## src/rtl/sd_cmd_master.sv

```systemverilog
// Command-path sequencer: frames SD commands for the CMD-line serial host and supervises the response.
// Optional index check is compiled in with `define SD_CMD_INDEX_CHECK_EN.
module sd_cmd_master #(
  parameter int unsigned TO_W = 16
) (
  input  logic            wb_clk_i,
  input  logic            wb_rst_i,
  input  logic            write_req_s,
  input  logic [15:0]     cmd_set_s,
  input  logic [31:0]     cmd_arg_s,
  input  logic [TO_W-1:0] timeout_i,
  input  logic [15:0]     nisr_clr_i,
  input  logic [15:0]     eisr_clr_i,
  output logic            ser_req_o,
  output logic [39:0]     ser_frame_o,
  output logic [1:0]      ser_rsp_o,
  input  logic            ser_ack_i,
  input  logic            ser_done_i,
  input  logic [31:0]     ser_rsp_i,
  input  logic [5:0]      ser_idx_i,
  input  logic            ser_crc_ok_i,
  input  logic            ser_busy_i,
  output logic [15:0]     status_reg,
  output logic [31:0]     cmd_resp_1,
  output logic [15:0]     normal_int_status_reg,
  output logic [15:0]     error_int_status_reg
);

  typedef enum logic [2:0] {IDLE, SEND, WAIT, BUSY, DONE} state_t;

  state_t          state, state_n;
  logic [TO_W-1:0] cnt;
  logic            crc_en;
  logic            inhibit;
  logic            cc_bit, to_bit, crc_bit, idx_bit;
  logic            timeout_hit, idx_mismatch;
  logic            load_cmd, latch_rsp, crc_set, idx_set, to_set, cc_set;
  logic            unused_bits;

  assign timeout_hit = (timeout_i != '0) && (cnt == timeout_i - TO_W'(1));

`ifdef SD_CMD_INDEX_CHECK_EN
  logic idx_en;

  always_ff @(posedge wb_clk_i) begin
    if (wb_rst_i)      idx_en <= 1'b0;
    else if (load_cmd) idx_en <= cmd_set_s[4];
  end

  assign idx_mismatch = idx_en && (ser_idx_i != ser_frame_o[37:32]);
  assign unused_bits  = ^{cmd_set_s[15:14], cmd_set_s[7:5], cmd_set_s[2]};
`else
  assign idx_mismatch = 1'b0;
  assign unused_bits  = ^{cmd_set_s[15:14], cmd_set_s[7:4], cmd_set_s[2], ser_idx_i};
`endif

  // State register
  always_ff @(posedge wb_clk_i) begin
    if (wb_rst_i) state <= IDLE;
    else          state <= state_n;
  end

  // Next-state logic
  always_comb begin
    state_n = state;
    case (state)
      IDLE: if (write_req_s) state_n = SEND;
      SEND: if (ser_ack_i)   state_n = WAIT;
      WAIT: begin
        if (ser_done_i)       state_n = (ser_rsp_o == 2'b11) ? BUSY : DONE;
        else if (timeout_hit) state_n = DONE;
      end
      BUSY: if (!ser_busy_i) state_n = DONE;
      DONE: state_n = IDLE;
      default: state_n = IDLE;
    endcase
  end

  // Output/update strobes, registered below
  always_comb begin
    load_cmd  = 1'b0;
    latch_rsp = 1'b0;
    crc_set   = 1'b0;
    idx_set   = 1'b0;
    to_set    = 1'b0;
    cc_set    = 1'b0;
    load_cmd  = (state == IDLE) && write_req_s;
    latch_rsp = (state == WAIT) && ser_done_i && (ser_rsp_o != 2'b00);
    crc_set   = latch_rsp && crc_en && !ser_crc_ok_i;
    idx_set   = latch_rsp && idx_mismatch;
    to_set    = (state == WAIT) && !ser_done_i && timeout_hit;
    cc_set    = (state_n == DONE);
  end

  // Response-timeout counter, saturating, cleared outside WAIT
  always_ff @(posedge wb_clk_i) begin
    if (wb_rst_i || state != WAIT) cnt <= '0;
    else if (cnt != '1)            cnt <= cnt + TO_W'(1);
  end

  // Frame latch, handshake and status registers; sticky bits: set beats clear
  always_ff @(posedge wb_clk_i) begin
    if (wb_rst_i) begin
      ser_req_o   <= 1'b0;
      ser_frame_o <= '0;
      ser_rsp_o   <= '0;
      crc_en      <= 1'b0;
      inhibit     <= 1'b0;
      cmd_resp_1  <= '0;
      cc_bit      <= 1'b0;
      to_bit      <= 1'b0;
      crc_bit     <= 1'b0;
      idx_bit     <= 1'b0;
    end else begin
      if (load_cmd) begin
        ser_frame_o <= {2'b01, cmd_set_s[13:8], cmd_arg_s};
        ser_rsp_o   <= cmd_set_s[1:0];
        crc_en      <= cmd_set_s[3];
      end
      if (latch_rsp) cmd_resp_1 <= ser_rsp_i;
      ser_req_o <= (state_n == SEND);
      inhibit   <= (state_n != IDLE);
      cc_bit    <= cc_set  | (cc_bit  & ~nisr_clr_i[0]);
      to_bit    <= to_set  | (to_bit  & ~eisr_clr_i[0]);
      crc_bit   <= crc_set | (crc_bit & ~eisr_clr_i[1]);
      idx_bit   <= idx_set | (idx_bit & ~eisr_clr_i[3]);
    end
  end

  assign status_reg            = {15'b0, inhibit};
  assign error_int_status_reg  = {12'b0, idx_bit, 1'b0, crc_bit, to_bit};
  assign normal_int_status_reg = {|error_int_status_reg, 14'b0, cc_bit};

endmodule

```

## config.mk

```make
export PLATFORM = sky130hd
export DESIGN_NAME = sd_cmd_master
export DESIGN_NICKNAME = d
export VERILOG_FILES = /design/src/rtl/sd_cmd_master.sv
export SDC_FILE = /design/constraint.sdc
export NUM_CORES = 1
export LEC_CHECK = 0
export ABC_AREA = 0
export CAP_MARGIN = 20
export CORE_MARGIN = 4
export CORE_UTILIZATION = 39
export DETAILED_ROUTE_END_ITERATION = 10
export GPL_ROUTABILITY_DRIVEN = 1
export GPL_TIMING_DRIVEN = 0
export PLACE_DENSITY = 0.82
export SYNTH_ARGS = -nofsm -noshare
export SYNTH_HDL_FRONTEND = slang
export SYNTH_SLANG_ARGS = --single-unit
```

## constraint.sdc

```tcl
create_clock -name wb_clk_i -period 2.8 [get_ports wb_clk_i]
set_input_delay 0.42 -clock wb_clk_i [delete_from_list [all_inputs] [get_ports wb_clk_i]]
set_output_delay 0.42 -clock wb_clk_i [all_outputs]
set_load 0.01 [all_outputs]
```

### Word level (Yosys, flattened, before mapping)

Index checks and enable logic that the tools add are counted.

* $add $sub $neg: 2
* multiply operators: 0
* div/mod/pow operators: 0
* magnitude comparators: 0
* eq/ne operators: 9
* shifts and indexed selects: 0
* multiplexer cells: 7
* bitwise operators: 11
* reduce and logical (&&, ||, !) cells: 16

Operator list (number)
* $mux W3: 6
* $add A16 B1 Y16 const B: 1
* $eq A16 B16 Y1: 1
* $ne A16 B16 Y1 const B: 1
* $reduce_bool A16 Y1: 1
* $sub A16 B1 Y16 const B: 1
* $pmux W3 S4: 1
* $logic_and A1 B1 Y1: 8
* $eq A3 B1 Y1 const B: 2
* $eq A3 B2 Y1 const B: 2
* $and A1 B1 Y1: 4
* $not A1 Y1: 4
* $eq A3 B3 Y1 const B: 1
* $logic_not A3 Y1: 1
* $ne A3 B2 Y1 const B: 1
* $or A1 B1 Y1: 3
* $reduce_bool A3 Y1: 1
* $reduce_or A3 Y1: 1
* $eq A2 B2 Y1 const B: 1
* $logic_not A1 Y1: 2
* $reduce_bool A2 Y1: 1
* $logic_or A1 B1 Y1: 1

* flip-flop bits (word level): 99
* bits in latches: 0
* bits in writable memories: 0
* ROM bits: 0
* bits of input ports: 141
* output and inout bits: 123
* word-level logic and storage cells: 57
* memories kept: 0

### Logic depth before layout (Yosys ltp)

* depth after elaboration: 8
* depth in mapped cells: 9
* depth with buffers taken out: 8

### Least setup slack after synthesis

Ideal clock, no wire load.

* kind: input to register
* start: input port timeout_i[0]
* end: register state[1]
* setup time: 115 ps
* arrival time: 2302 ps
* data required time: 2685 ps
* slack: 383 ps
* stages on the path: 9
* path buffers: 1
* cell sequence: inv_1 -> ha_1 -> buf_2 -> or4b_1 -> or3_4 -> mux2_4 -> a22oi_2 -> nand4b_1 -> and3_1

* cells in the longest elaborated chain, start to end: 6
* elaborated cells between the ends (all ways): 7
* those cells by class: add/sub (1); eq/ne (1); mux (3); reduce/logical (2)

RTL lines
* start: declaration: line 11 `input logic [TO_W-1:0] timeout_i,`
* $sub A16 B1 Y16: line 40 `assign timeout_hit = (timeout_i != '0) && (cnt == timeout_i - TO_W'(1));`
* $eq A16 B16 Y1: line 40
* $logic_and A1 B1 Y1 (*): line 40
* $mux W3 (*): line 71 `else if (timeout_hit) state_n = DONE;`
* $mux W3 (*): line 70 `if (ser_done_i) state_n = (ser_rsp_o == 2'b11) ? BUSY : DONE;`
* $pmux W3 S4 (*): line 66 `case (state)`
* end signal: assignment: line 60 `else state <= state_n;`
* end: declaration: line 31 `state_t state, state_n;`

Every way passes the cells marked *; elsewhere a longest branch is shown, timed or not.
A chain may end at the register's enable or synchronous reset.

### Final worst setup path

Same ends and word-level chain as after synthesis.

==> impl_metrics.json <==
{
  "ys_ff_latch": 99,
  "ys_async_sr_fraction_pct": 0,
  "antenna_found_initial": 0,
  "cts-root-buf": "clkbuf_16",
  "final_cell_mix": "clkdlybuf4s50_1 (173), nand2_1 (157), dfxtp_1 (99)",
  "dp_hpwl_microns": 10600,
  "cts.sinks": 99,
  "timing.rr.start": "cnt[2]",
  "synth_cells": 592,
  "synth_area_leaders": "dfxtp_1 (43%), nand2_1 (13%), a21oi_1 (8.8%)",
  "fmax_mhz": 376,
  "synth_edf_count": 0,
  "ys_warn_count": 0,
  "worst_skew_pair.late_latency_ns": 0.34,
  "grt_pass1_vias": 4119,
  "p_leak_nw": 2.66,
  "final_common_cell": "clkdlybuf4s50_1",
  "critical_path_class": "in2reg",
  "syn-mean-instance-area_sq_um": 7.86,
  "synthFlopType": "dfxtp_1",
  "peakVddDrop_uv": 384,
  "routed_wl_microns": 13500,
  "grt_overflow": 0,
  "track_usage_pct": 18.3,
  "cp.arrival_ns": 2.90,
  "drive_above_1_share_pct": 8.97,
  "worstPathRequired_ns": 3.04,
  "clk_pin_slew_worst_paths_ns": 0.06,
  "hold_start": "cmd_resp_1[19]",
  "finClkSkew_ns": 0.00563,
  "slowest_delay_ns": 0.48,
  "holdPathStages": 2,
  "dieArea_sq_um": 13700,
  "core_sq_um": 11600,
  "setup_viol_count_final": 0,
  "p_per_area_nw_per_um2": 483,
  "grt_first_pass_wirelength_microns": 20000,
  "slowest_stage": "or4b_1",
  "syn_area_sq_um": 4660,
  "cp-start-kind": "primary input",
  "io_buffers": 175,
  "outcome": "complete, no violations",
  "initial_core_util_pct": 40.3,
  "die_y_microns": 117,
  "grt_max_degree": 16,
  "place.gp.congestion": 0.907,
  "path_cells": "dlygate4sd2_1, inv_1, ha_1, buf_2, or4b_1, or3_4, mux2_4, a22oi_2, nand4b_1, and3_1",
  "n_antenna_cell": 0,
  "post-place-ws_ns": -0.449,
  "rows": 39,
  "max_slew_margin_pct": 50.4,
  "rsz0062_at_grt": "no",
  "routed_via_density": 4.77,
  "finalCritPeriodShare_pct": 95.0,
  "firstDrtPassIters": 5,
  "cts_made_buffers": 9,
  "cts_post_setup_buffers_inserted": 0,
  "clockBufferDepth": 2,
  "dr.first_iter.drc_count": 257,
  "htreeDepth": 3,
  "hold_viol_final": 0,
  "ys_seq_area_share_pct": 42.6,
  "ys_types": 52,
  "drc": 0,
  "max_cap_violations": 0,
  "tns_ns": 0,
  "chipWidth_microns": 117,
  "worstPathMaxFanout": 10,
  "vias": 4615,
  "cts_tree": "yes",
  "yosysTopAreaCell": "dfxtp_1",
  "worst_setup_path_end_kind": "flip-flop",
  "crit_start": "timeout_i[0]",
  "fin_ws_ns": 0.140,
  "fin_nets": 965,
  "synth_top_area_share_pct": 42.6,
  "ios": 264,
  "postCtsHoldBufs": 0,
  "syn2layout_area_growth_pct": 52.0,
  "drt.antenna.violating_nets": 0,
  "worst_pin_slew_ns": 0.738,
  "min_period_ns": 2.66,
  "wl_per_cell_microns": 14.0,
  "slew_violations": 0,
  "reg2reg_depth": 7,
  "hp-class": "reg2reg"
}
## path summary, 6_finish.rpt
| path | end | slack (ns) |
|---|---|---|
| hold / removal | cmd_resp_1[19] | 0.45 |
| setup reg to reg | cnt[11] | 0.56 |
| hold reg to reg | cmd_resp_1[19] | 0.45 |
| setup / recovery | state[1] | 0.14 |
## power breakdown
part           internal, mW  switching [mW]
Combinational         0.313           0.266
Clock                 0.827           0.524
Sequential             1.46          0.0274
Total                  2.60           0.817
## critical path, delay by kind of cell
kind | cells | cell delay (ns)
mux | 1 | 0.31
simple gates | 4 | 1.20
buf+inv | 3 | 0.62
compound gates | 1 | 0.21
fa+ha+maj | 1 | 0.14
## timing repair
| action | in CTS | in global routing |
|---|---|---|
| gates resized for setup | 2 | 2 |
| hold endpoints to repair | 0 | 0 |
| endpoints found under the setup margin | 4 | 2 |
## per-stage QoR
step	instances	power (mW)	hold slack [ns]	cell area (sq um)	utilization (%)
CTS	967	3.45	0.455	7070	61.1
floorplan	634	1.79	0.436	4810	-
global route	968	3.55	0.473	7080	61.2
finish	968	3.42	0.451	7080	61.2
detailed placement	952	2.10	0.446	6740	58.3
global placement	952	2.09	0.441	6740	58.3
## cell type report
class | instances | area (sq um)
plain buffers | 82 | 497
clock buffers | 11 | 253
clock inverters | 4 | 73.8
fillers | 1040 | 4490
inverters | 6 | 22.5
multi-input cells | 447 | 2320
flip-flops and latches | 99 | 1980
well taps | 143 | 179
repair buffers | 176 | 1750
## cell families (layout without fill, tap and decap cells)
| group | Yosys count | in the layout | synth area share (%) |
|---|---|---|---|
| other | 1 | 43 | 0.0805 |
| and+or+nand+nor | 252 | 252 | 24.4 |
| DFF | 99 | 99 | 42.6 |
| muxes | 5 | 5 | 1.18 |
| adders and majority gates | 3 | 3 | 0.806 |
| AOI/OAI and AO/OA | 119 | 119 | 14.8 |
| xor gates and xnor gates | 25 | 25 | 5.03 |
| buffers and inverters | 88 | 279 | 11.2 |
## registers in the layout, indices dropped and copies added (netlist names), 2 cells and up
signal	cells
ser_frame_o	39
state	3
ser_rsp_o	2
cmd_resp_1	32
cnt	16
## routing by layer
metal	vias to the layer above	global-route usage (%)	part of all wire, %
li1	2361	-	-
met1	2052	22.0	40
met2	183	31.0	49
met3	19	5.24	8.8
met4	0	7.11	2.2
met5	-	0	0
## cells in the mapped netlist (3+ instances only)
library cell,count
or2_2,3
nor4_1,6
nor2_1,24
nor3_1,11
xnor2_1,13
nand3_1,8
xor2_1,11
clkbuf_1,32
o21ai_0,9
or3_1,7
nor4b_1,3
mux2i_1,4
and3_1,4
nand4_1,9
nand2b_1,3
a31oi_1,9
nor2b_1,4
inv_1,6
buf_4,48
nand2_1,157
dfxtp_1,99
ha_1,3
a21oi_1,82
(Power assumes the default switching activity.)
